[src/rtl/boot_ram_arb_if.sv]
// Bundle of the core/loader requester ports, RAM port B and status signals
// shared between the boot RAM arbiter and its neighbours.
interface boot_ram_arb_if #(
  parameter int unsigned XLEN   = 32,
  parameter int unsigned ADDR_W = 5
);
  logic              core_req;
  logic              core_we;
  logic [XLEN-1:0]   core_addr;
  logic [XLEN-1:0]   core_wdata;
  logic              core_gnt;
  logic              core_rvalid;
  logic [XLEN-1:0]   core_rdata;

  logic              ldr_req;
  logic              ldr_we;
  logic [XLEN-1:0]   ldr_addr;
  logic [XLEN-1:0]   ldr_wdata;
  logic              ldr_gnt;
  logic              ldr_rvalid;
  logic [XLEN-1:0]   ldr_rdata;

  logic              ram_en;
  logic              ram_we;
  logic [ADDR_W-1:0] ram_addr;
  logic [XLEN-1:0]   ram_wdata;
  logic [XLEN-1:0]   ram_rdata;

  logic [7:0]        err_cnt;
  logic              busy;

  modport slave (
    input  core_req, core_we, core_addr, core_wdata,
    output core_gnt, core_rvalid, core_rdata,
    input  ldr_req, ldr_we, ldr_addr, ldr_wdata,
    output ldr_gnt, ldr_rvalid, ldr_rdata,
    output ram_en, ram_we, ram_addr, ram_wdata,
    input  ram_rdata,
    output err_cnt, busy
  );

  modport master (
    output core_req, core_we, core_addr, core_wdata,
    input  core_gnt, core_rvalid, core_rdata,
    output ldr_req, ldr_we, ldr_addr, ldr_wdata,
    input  ldr_gnt, ldr_rvalid, ldr_rdata,
    input  ram_en, ram_we, ram_addr, ram_wdata,
    output ram_rdata,
    input  err_cnt, busy
  );
endinterface

[src/rtl/boot_ram_arb.sv]
// Two-requester arbiter for the boot RAM port B: core has priority, loader is
// promoted after MAX_WAIT starved cycles; reads return two cycles after grant.
module boot_ram_arb #(
  parameter int unsigned XLEN     = 32,
  parameter int unsigned ADDR_W   = 5,
  parameter int unsigned MAX_WAIT = 4
) (
  input  logic          clk,
  input  logic          rst_n,
  boot_ram_arb_if.slave bus
);
  localparam int unsigned WAIT_W   = 4;
  localparam int unsigned HI_SHIFT = ADDR_W + 2;
  localparam logic [WAIT_W-1:0] WAIT_LIMIT = WAIT_W'(MAX_WAIT);

  logic [WAIT_W-1:0] wait_cnt;
  logic              ldr_wins_c;
  logic              core_gnt_c;
  logic              ldr_gnt_c;
  logic              any_gnt_c;
  logic              sel_we_c;
  logic              sel_oor_c;
  logic [XLEN-1:0]   sel_addr_c;
  logic [XLEN-1:0]   sel_wdata_c;

  logic              ram_en_q;
  logic              ram_we_q;
  logic [ADDR_W-1:0] ram_addr_q;
  logic [XLEN-1:0]   ram_wdata_q;
  logic [7:0]        err_cnt_q;

  // Tag pipeline: s1 aligns with the RAM command, s2 with the RAM read data.
  logic              s1_rd, s1_ldr, s1_oor;
  logic              s2_rd, s2_ldr, s2_oor;

  logic              core_rvalid_c;
  logic              ldr_rvalid_c;
  logic [XLEN-1:0]   rd_word_c;
  logic [XLEN-1:0]   core_rdata_q;
  logic [XLEN-1:0]   ldr_rdata_q;

  // Grant selection and command mux; grants are forced low during reset.
  always_comb begin
    ldr_wins_c  = 1'b0;
    core_gnt_c  = 1'b0;
    ldr_gnt_c   = 1'b0;
    any_gnt_c   = 1'b0;
    sel_we_c    = 1'b0;
    sel_addr_c  = '0;
    sel_wdata_c = '0;
    sel_oor_c   = 1'b0;

    ldr_wins_c = bus.ldr_req && (!bus.core_req || (wait_cnt == WAIT_LIMIT));
    core_gnt_c = rst_n && bus.core_req && !ldr_wins_c;
    ldr_gnt_c  = rst_n && ldr_wins_c;
    any_gnt_c  = core_gnt_c || ldr_gnt_c;

    if (ldr_gnt_c) begin
      sel_we_c    = bus.ldr_we;
      sel_addr_c  = bus.ldr_addr;
      sel_wdata_c = bus.ldr_wdata;
    end else begin
      sel_we_c    = bus.core_we;
      sel_addr_c  = bus.core_addr;
      sel_wdata_c = bus.core_wdata;
    end
    sel_oor_c = |(sel_addr_c >> HI_SHIFT);
  end

  // Loader starvation counter, saturating at the promotion threshold.
  always_ff @(posedge clk or negedge rst_n) begin
    if (!rst_n) begin
      wait_cnt <= '0;
    end else if (bus.ldr_req && !ldr_gnt_c) begin
      if (wait_cnt != WAIT_LIMIT) wait_cnt <= wait_cnt + WAIT_W'(1);
    end else begin
      wait_cnt <= '0;
    end
  end

  // Registered RAM command plus out-of-range accounting.
  always_ff @(posedge clk or negedge rst_n) begin
    if (!rst_n) begin
      ram_en_q    <= 1'b0;
      ram_we_q    <= 1'b0;
      ram_addr_q  <= '0;
      ram_wdata_q <= '0;
      err_cnt_q   <= '0;
    end else begin
      ram_en_q <= any_gnt_c && !sel_oor_c;
      ram_we_q <= any_gnt_c && !sel_oor_c && sel_we_c;
      if (any_gnt_c) begin
        ram_addr_q  <= sel_addr_c[ADDR_W+1:2];
        ram_wdata_q <= sel_wdata_c;
      end
      if (any_gnt_c && sel_oor_c && (err_cnt_q != 8'hFF)) begin
        err_cnt_q <= err_cnt_q + 8'd1;
      end
    end
  end

  always_ff @(posedge clk or negedge rst_n) begin
    if (!rst_n) begin
      s1_rd  <= 1'b0;
      s1_ldr <= 1'b0;
      s1_oor <= 1'b0;
      s2_rd  <= 1'b0;
      s2_ldr <= 1'b0;
      s2_oor <= 1'b0;
    end else begin
      s1_rd  <= any_gnt_c && !sel_we_c;
      s1_ldr <= ldr_gnt_c;
      s1_oor <= sel_oor_c;
      s2_rd  <= s1_rd;
      s2_ldr <= s1_ldr;
      s2_oor <= s1_oor;
    end
  end

  always_comb begin
    core_rvalid_c = s2_rd && !s2_ldr;
    ldr_rvalid_c  = s2_rd && s2_ldr;
    rd_word_c     = s2_oor ? '0 : bus.ram_rdata;
  end

  // Read data holders keep the last returned word between responses.
  always_ff @(posedge clk or negedge rst_n) begin
    if (!rst_n) begin
      core_rdata_q <= '0;
      ldr_rdata_q  <= '0;
    end else begin
      if (core_rvalid_c) core_rdata_q <= rd_word_c;
      if (ldr_rvalid_c)  ldr_rdata_q  <= rd_word_c;
    end
  end

  assign bus.core_gnt    = core_gnt_c;
  assign bus.ldr_gnt     = ldr_gnt_c;
  assign bus.core_rvalid = core_rvalid_c;
  assign bus.ldr_rvalid  = ldr_rvalid_c;
  assign bus.core_rdata  = core_rvalid_c ? rd_word_c : core_rdata_q;
  assign bus.ldr_rdata   = ldr_rvalid_c  ? rd_word_c : ldr_rdata_q;
  assign bus.ram_en      = ram_en_q;
  assign bus.ram_we      = ram_we_q;
  assign bus.ram_addr    = ram_addr_q;
  assign bus.ram_wdata   = ram_wdata_q;
  assign bus.err_cnt     = err_cnt_q;
  assign bus.busy        = s1_rd || s2_rd;

endmodule

[src/flat_wrapper.sv]
// flat-port wrapper written by rule: the top's interface ports become plain ports
module boot_ram_arb_flat 
#(
  parameter int unsigned XLEN     = 32,
  parameter int unsigned ADDR_W   = 5,
  parameter int unsigned MAX_WAIT = 4
)
  (clk, rst_n, bus_core_req, bus_core_we, bus_core_addr, bus_core_wdata, bus_core_gnt, bus_core_rvalid, bus_core_rdata, bus_ldr_req, bus_ldr_we, bus_ldr_addr, bus_ldr_wdata, bus_ldr_gnt, bus_ldr_rvalid, bus_ldr_rdata, bus_ram_en, bus_ram_we, bus_ram_addr, bus_ram_wdata, bus_ram_rdata, bus_err_cnt, bus_busy);
  boot_ram_arb_if #(.XLEN(XLEN), .ADDR_W(ADDR_W)) bus_i ();
  input  logic clk;
  input  logic rst_n;
  input wire logic [$bits(bus_i.core_req)-1:0] bus_core_req;
  input wire logic [$bits(bus_i.core_we)-1:0] bus_core_we;
  input wire logic [$bits(bus_i.core_addr)-1:0] bus_core_addr;
  input wire logic [$bits(bus_i.core_wdata)-1:0] bus_core_wdata;
  output wire logic [$bits(bus_i.core_gnt)-1:0] bus_core_gnt;
  output wire logic [$bits(bus_i.core_rvalid)-1:0] bus_core_rvalid;
  output wire logic [$bits(bus_i.core_rdata)-1:0] bus_core_rdata;
  input wire logic [$bits(bus_i.ldr_req)-1:0] bus_ldr_req;
  input wire logic [$bits(bus_i.ldr_we)-1:0] bus_ldr_we;
  input wire logic [$bits(bus_i.ldr_addr)-1:0] bus_ldr_addr;
  input wire logic [$bits(bus_i.ldr_wdata)-1:0] bus_ldr_wdata;
  output wire logic [$bits(bus_i.ldr_gnt)-1:0] bus_ldr_gnt;
  output wire logic [$bits(bus_i.ldr_rvalid)-1:0] bus_ldr_rvalid;
  output wire logic [$bits(bus_i.ldr_rdata)-1:0] bus_ldr_rdata;
  output wire logic [$bits(bus_i.ram_en)-1:0] bus_ram_en;
  output wire logic [$bits(bus_i.ram_we)-1:0] bus_ram_we;
  output wire logic [$bits(bus_i.ram_addr)-1:0] bus_ram_addr;
  output wire logic [$bits(bus_i.ram_wdata)-1:0] bus_ram_wdata;
  input wire logic [$bits(bus_i.ram_rdata)-1:0] bus_ram_rdata;
  output wire logic [$bits(bus_i.err_cnt)-1:0] bus_err_cnt;
  output wire logic [$bits(bus_i.busy)-1:0] bus_busy;
  assign bus_i.core_req = bus_core_req;
  assign bus_i.core_we = bus_core_we;
  assign bus_i.core_addr = bus_core_addr;
  assign bus_i.core_wdata = bus_core_wdata;
  assign bus_core_gnt = bus_i.core_gnt;
  assign bus_core_rvalid = bus_i.core_rvalid;
  assign bus_core_rdata = bus_i.core_rdata;
  assign bus_i.ldr_req = bus_ldr_req;
  assign bus_i.ldr_we = bus_ldr_we;
  assign bus_i.ldr_addr = bus_ldr_addr;
  assign bus_i.ldr_wdata = bus_ldr_wdata;
  assign bus_ldr_gnt = bus_i.ldr_gnt;
  assign bus_ldr_rvalid = bus_i.ldr_rvalid;
  assign bus_ldr_rdata = bus_i.ldr_rdata;
  assign bus_ram_en = bus_i.ram_en;
  assign bus_ram_we = bus_i.ram_we;
  assign bus_ram_addr = bus_i.ram_addr;
  assign bus_ram_wdata = bus_i.ram_wdata;
  assign bus_i.ram_rdata = bus_ram_rdata;
  assign bus_err_cnt = bus_i.err_cnt;
  assign bus_busy = bus_i.busy;
  boot_ram_arb #(.XLEN(XLEN), .ADDR_W(ADDR_W), .MAX_WAIT(MAX_WAIT)) u_core (.clk(clk), .rst_n(rst_n), .bus(bus_i));
endmodule
[config.mk]
export PLATFORM = sky130hd
export DESIGN_NAME = boot_ram_arb_flat
export DESIGN_NICKNAME = d
export VERILOG_FILES = /design/src/rtl/boot_ram_arb_if.sv /design/src/rtl/boot_ram_arb.sv /design/src/flat_wrapper.sv
export SDC_FILE = /design/constraint.sdc
export NUM_CORES = 1
export LEC_CHECK = 0
export BUFFER_PORTS_ARGS = -buffer_cell sky130_fd_sc_hd__buf_2
export CORE_ASPECT_RATIO = 1.1
export CORE_MARGIN = 2
export CORE_UTILIZATION = 35
export CTS_CLUSTER_SIZE = 28
export DETAILED_ROUTE_END_ITERATION = 12
export PLACE_DENSITY = 0.72
export SLEW_MARGIN = 30
export SYNTH_ARGS = -nofsm -noshare
export SYNTH_HDL_FRONTEND = slang
export SYNTH_SLANG_ARGS = --single-unit
[constraint.sdc]
create_clock -name clk -period 2.4 [get_ports clk]
set_input_delay 0.36 -clock clk [delete_from_list [all_inputs] [get_ports clk]]
set_output_delay 0.36 -clock clk [all_outputs]
set_load 0.05 [all_outputs]
**After elaboration in Yosys (flattened, before gate mapping)**

Index checks and enable logic that the tools add are counted.

- Register bits: 121
- Memory bits (read-only): 0
- Latch bits: 0
- Memories: 0
- Bits in writable memories: 0
- Input port bits: 166

- Reduce and logical (&&, ||, !) cells: 22
- Eq/ne operators: 4
- $lt $le $gt $ge: 0
- Bitwise operators: 0
- Divide/modulo/power cells: 0
- Shifts and indexed selects: 0
- $add $sub $neg: 2
- $mul: 0
- Mux-type cells: 8

Operator list:

| kind | number |
|---|---|
| $mux W32 | 5 |
| $reduce_or A25 Y1 | 1 |
| $logic_and A1 B1 Y1 | 12 |
| $add A8 B1 Y8 const B | 1 |
| $mux W4 | 2 |
| $ne A8 B8 Y1 const B | 1 |
| $logic_not A1 Y1 | 6 |
| $add A4 B1 Y4 const B | 1 |
| $eq A4 B3 Y1 const B | 1 |
| $ne A4 B3 Y1 const B | 1 |
| $logic_or A1 B1 Y1 | 3 |
| $ne A2 B2 Y1 const B | 1 |
| $mux W1 | 1 |

**Logic depth before layout (Yosys ltp)**

- Depth in word-level cells: 9
- Depth in mapped cells: 9
- Gate-level depth less buffers: 9

**Worst setup path after synthesis**

No wires, ideal clock.

- Kind: register to output
- Start point: register u_core.s2_ldr
- End point: output port bus_core_rdata[24]
- Stages on the path, launching flop included: 5
- Buffers on the path: 2
- Path slack: 0.029 ns
- Data arrival time: 2.011 ns
- Required time: 2.040 ns
- Cells stage by stage: dfrtp_1 > nand2b_1 > clkbuf_1 > clkbuf_1 > o21ai_0

- Longest elaborated chain between the ends: 3

Ends and longest elaborated chain:

| what | line | text |
|---|---|---|
| start, declared | boot_ram_arb.sv:34 | `logic s2_rd, s2_ldr, s2_oor;` |
| start signal, assigned | boot_ram_arb.sv:115 | `s2_ldr <= s1_ldr;` |
| $logic_not A1 Y1 | boot_ram_arb.sv:121 | `core_rvalid_c = s2_rd && !s2_ldr;` |
| $logic_and A1 B1 Y1 | boot_ram_arb.sv:121 |  |
| $mux W32 | boot_ram_arb.sv:141 | `assign bus.core_rdata = core_rvalid_c ? rd_word_c : core_rdata_q;` |
| end, declared | flat_wrapper.sv:18 | `output wire logic [$bits(bus_i.core_rdata)-1:0] bus_core_rdata;` |

No other way between the ends.

**Final worst setup path**

- Start point: register u_core.wait_cnt[0]
- End point: output port bus_core_gnt

- Longest elaborated chain between the ends: 5

Ends and longest elaborated chain:

| what | line | text |
|---|---|---|
| start, declared | boot_ram_arb.sv:16 | `logic [WAIT_W-1:0] wait_cnt;` |
| start signal, assigned | boot_ram_arb.sv:75 | `if (wait_cnt != WAIT_LIMIT) wait_cnt <= wait_cnt + WAIT_W'(1);` |
| $eq A4 B3 Y1 | boot_ram_arb.sv:53 | `ldr_wins_c = bus.ldr_req && (!bus.core_req \|\| (wait_cnt == WAIT_LIMIT));` |
| $logic_or A1 B1 Y1 | boot_ram_arb.sv:53 |  |
| $logic_and A1 B1 Y1 | boot_ram_arb.sv:53 |  |
| $logic_not A1 Y1 | boot_ram_arb.sv:54 | `core_gnt_c = rst_n && bus.core_req && !ldr_wins_c;` |
| $logic_and A1 B1 Y1 | boot_ram_arb.sv:54 |  |
| end, declared | flat_wrapper.sv:16 | `output wire logic [$bits(bus_i.core_gnt)-1:0] bus_core_gnt;` |

No other way between the ends.

==> out/summary.txt <==
Area Growth Syn to Fin -> 45.5%
WP data arrival -> 1.90 ns
Dominant cell type by area after synthesis -> dfrtp_1
Post-Synthesis Cell Area -> 0.00497 mm²
Setup TNS -> 0 ns
Critical-path top delay cell -> dfrtp_1
Initial antenna violation count -> 2
Vias in the first global route -> 4632
Post-route clock period utilization -> 94.3%
Share of layout cells above drive strength 1 -> 41.9%
Clock Skew -> 0.00801 ns
IO Pins -> 282
Max incr delay on CP -> 0.39 ns
Leak -> 3.62 nW
Via Count -> 4664
Largest net degree at the start of global routing -> 122
Max Fclk -> 442 MHz
Pint -> 4.62 mW
Pwr/cell area -> 1010 mW/mm²
Total track usage -> 19.1%
Sw Share -> 36.6%
Hpwl dp -> 10.4 mm
Drc violations -> 0
Clock Tree Buf Depth -> 2
Share of the synthesized area in the top cell type -> 60.9%
Routability cong. -> 0.832
CTS tree -> done
Htree depth -> 4
Slew Viols, Final -> 0
Max Cap Viol -> 0
FF-to-FF Start -> u_core.wait_cnt[0]$_DFFE_PN0P_
Post-route ant nets -> 0
Seq/Total Area, Yosys -> 60.9%
Root Buffer -> clkbuf_16
Crit path from -> u_core.wait_cnt[0]$_DFFE_PN0P_
Vias/cell -> 4.75
CTS sink count -> 121
NumNets Final -> 948
Initial Util -> 35.9%
Post-CTS Setup Inserts -> 0
CORE AREA -> 0.0139 mm²
Die width -> 118 µm
Die Span Y -> 129 µm
Number of setup violations in the final report -> 0
Syn Inst Count -> 503
Max transition margin -> 55.9%
Status -> complete, no violations
Distinct cell type count after synthesis -> 32
Seq cells post-synth -> 121
Grt ovf -> 0
Setup ws final -> 0.136 ns
CP Class -> reg -> out
Type of origin of the critical path -> register
Worst skew pair latency -> 0.41 ns
Peak VDD IR -> 0.000603 V
Clock slew at reported path FFs -> 0.06 ns
CP required -> 2.04 ns
Post-Route WL -> 14.3 mm
Sequence of cells on the critical path -> inv_1, ha_1, and3b_4, a21o_4, clkinv_2, clkbuf_4
Core Rows -> 45
Finished Cell Area -> 0.00724 mm²
Placed cell areas -> 0.00658 mm²
Post-synth net total -> 672
Critical Path End Type -> output port
First-pass DRT Iterations -> 4
Gate power share -> 28.3%
Synth top area cells -> dfrtp_1, o21ai_0, nand2_1, o22ai_1, nand2b_1
Total net switching power -> 2.67 mW
DRT iter0 DRCs -> 266
Warnings, synthesis -> 0
HP Class -> in -> async
RSZ-0062 raised after global routing -> false
Total CTS buffers -> 17
Worst Tran Pin Value -> 0.662 ns
Syn avg cell area -> 9.89 µm²
DR WL/cell -> 14.5 µm
Clock network power share -> 37.0%
First-pass GRT wire length -> 22.8 mm
Flop pwr share -> 34.6%
Final min period -> 2.26 ns
Worst-path fanout max -> 14
Pre-CTS setup slack -> 0.290 ns
Final Hold Viols -> 0
IO buf count -> 277
Die area -> 0.0152 mm²
-- placed cells by master, fill, tap and decap left out, types with 3 or more instances in the layout --
master,count
a21oi_1,5
and3_1,3
buf_2,271
buf_4,11
bufinv_16,4
clkbuf_16,17
clkbuf_4,4
clkinv_2,3
clkinvlp_4,4
dfrtp_1,121
ha_1,3
inv_1,5
nand2_1,100
nand2b_1,32
nand3_1,4
nand4_1,5
nor2_1,27
nor3_1,4
nor4_1,10
o21ai_0,90
o22ai_1,38
xnor2_1,7
-- routing by layer --
metal	vias to the layer above	global-route usage, %	routed length, µm
li1	2304	-	-
met1	2136	22.6	5850
met2	202	33.2	7130
met3	20	5.72	985
met4	2	6.66	278
met5	-	0	13
-- layout make-up --
class | instances | area (µm²)
diodes | 1 | 2.50
inverters | 7 | 27.5
fillers | 1328 | 6610
multi-input cells | 344 | 1800
well taps | 188 | 235
repair buffers | 288 | 1510
clock buffers | 18 | 439
clock inverters | 14 | 195
flip-flops and latches | 121 | 3030
-- power groups by stage --
stage               registers [mW]  logic (mW)  clock network (mW)
floorplan                     3.08       0.928                   0
global placement              2.54        2.05                   0
detailed placement            2.55        2.08                   0
CTS                           2.52        2.08                2.75
global route                  2.56        2.20                2.86
finish                        2.52        2.06                2.70
-- worst paths after layout --
kind / cells after the start / slack, ns / end
worst max register to register: 8 / 0.31 / u_core.bus.err_cnt[1]$_DFFE_PN0P_
max in group asynchronous: 2 / 1.82 / u_core.core_rdata_q[26]$_DFF_PN0_
min in group clk: 3 / 0.16 / u_core.bus.ram_wdata[7]$_DFFE_PN0N_
worst min register to register: 0 / 0.35 / u_core.s2_oor$_DFF_PN0_
worst min-delay path: 2 / 0.06 / u_core.bus.ram_wdata[9]$_DFFE_PN0N_
worst max-delay path: 6 / 0.14 / bus_core_gnt
-- metrics by stage --
| stage | hold slack [ns] | utilization (%) | instances | total power, mW |
|---|---|---|---|---|
| final | 0.0580 | 52.3 | 981 | 7.28 |
| after floorplan | 0.0644 | - | 503 | 4.01 |
| after global routing | 0.129 | 52.3 | 981 | 7.61 |
| after detailed placement | 0.341 | 47.5 | 948 | 4.63 |
| after global placement | 0.332 | 47.5 | 948 | 4.59 |
| after CTS | 0.106 | 52.2 | 980 | 7.35 |
-- what timing repair did --
| item | CTS | global route |
|---|---|---|
| setup endpoints to repair | 13 | 4 |
| endpoints found under the hold margin | 0 | 0 |
| gates resized for setup | 2 | 5 |
| hold buffers | 0 | 0 |
-- kinds of logic (layout without fill, tap and decap cells) --
family / Yosys count / after routing / share of synthesized area, %
AOI/OAI and AO/OA: 142 / 142 / 16.2
muxes: 1 / 1 / 0.226
and+or+nand+nor: 190 / 190 / 17.4
other: 0 / 1 / 0
buffers and inverters: 38 / 327 / 3.12
adders and majority gates: 3 / 3 / 0.755
xor gates and xnor gates: 8 / 8 / 1.41
DFF: 121 / 121 / 60.9
-- state kept, by name (all words and copies together), names as in the netlist --
signal	cells
u_core.core_rdata_q	32
u_core.s2_oor	1
u_core.bus.ram_en	1
u_core.s1_rd	1
u_core.ldr_rdata_q	32
u_core.s1_oor	1
u_core.bus.ram_wdata	32
u_core.bus.err_cnt	8
u_core.s2_ldr	1
u_core.wait_cnt	4
u_core.s1_ldr	1
u_core.bus.ram_addr	5
u_core.s2_rd	1
u_core.bus.ram_we	1
-- synthesized netlist by cell type, drive strengths merged --
cell type	count
nand4	5
and3b	1
clkinv	1
buf	9
nand2	101
and3	3
xnor2	7
nor3	4
a21o	2
xor2	1
a31oi	2
nand3b	1
o22ai	38
o21ai	93
nor2	27
mux2	1
nor4	10
clkbuf	22
a21oi	5
a32oi	1
nand2b	33
or2	1
dfrtp	121
a22oi	1
nand3	4
inv	6
ha	3
-- worst max-delay path, delay by kind of cell (launching register included) --
| family | cells | cell delay [ns] |
|---|---|---|
| buf+inv | 3 | 0.43 |
| compound gates | 1 | 0.23 |
| flops | 1 | 0.39 |
| fa+ha+maj | 1 | 0.20 |
| simple gates | 1 | 0.23 |
Note: power is estimated with default switching activity, not from simulation.
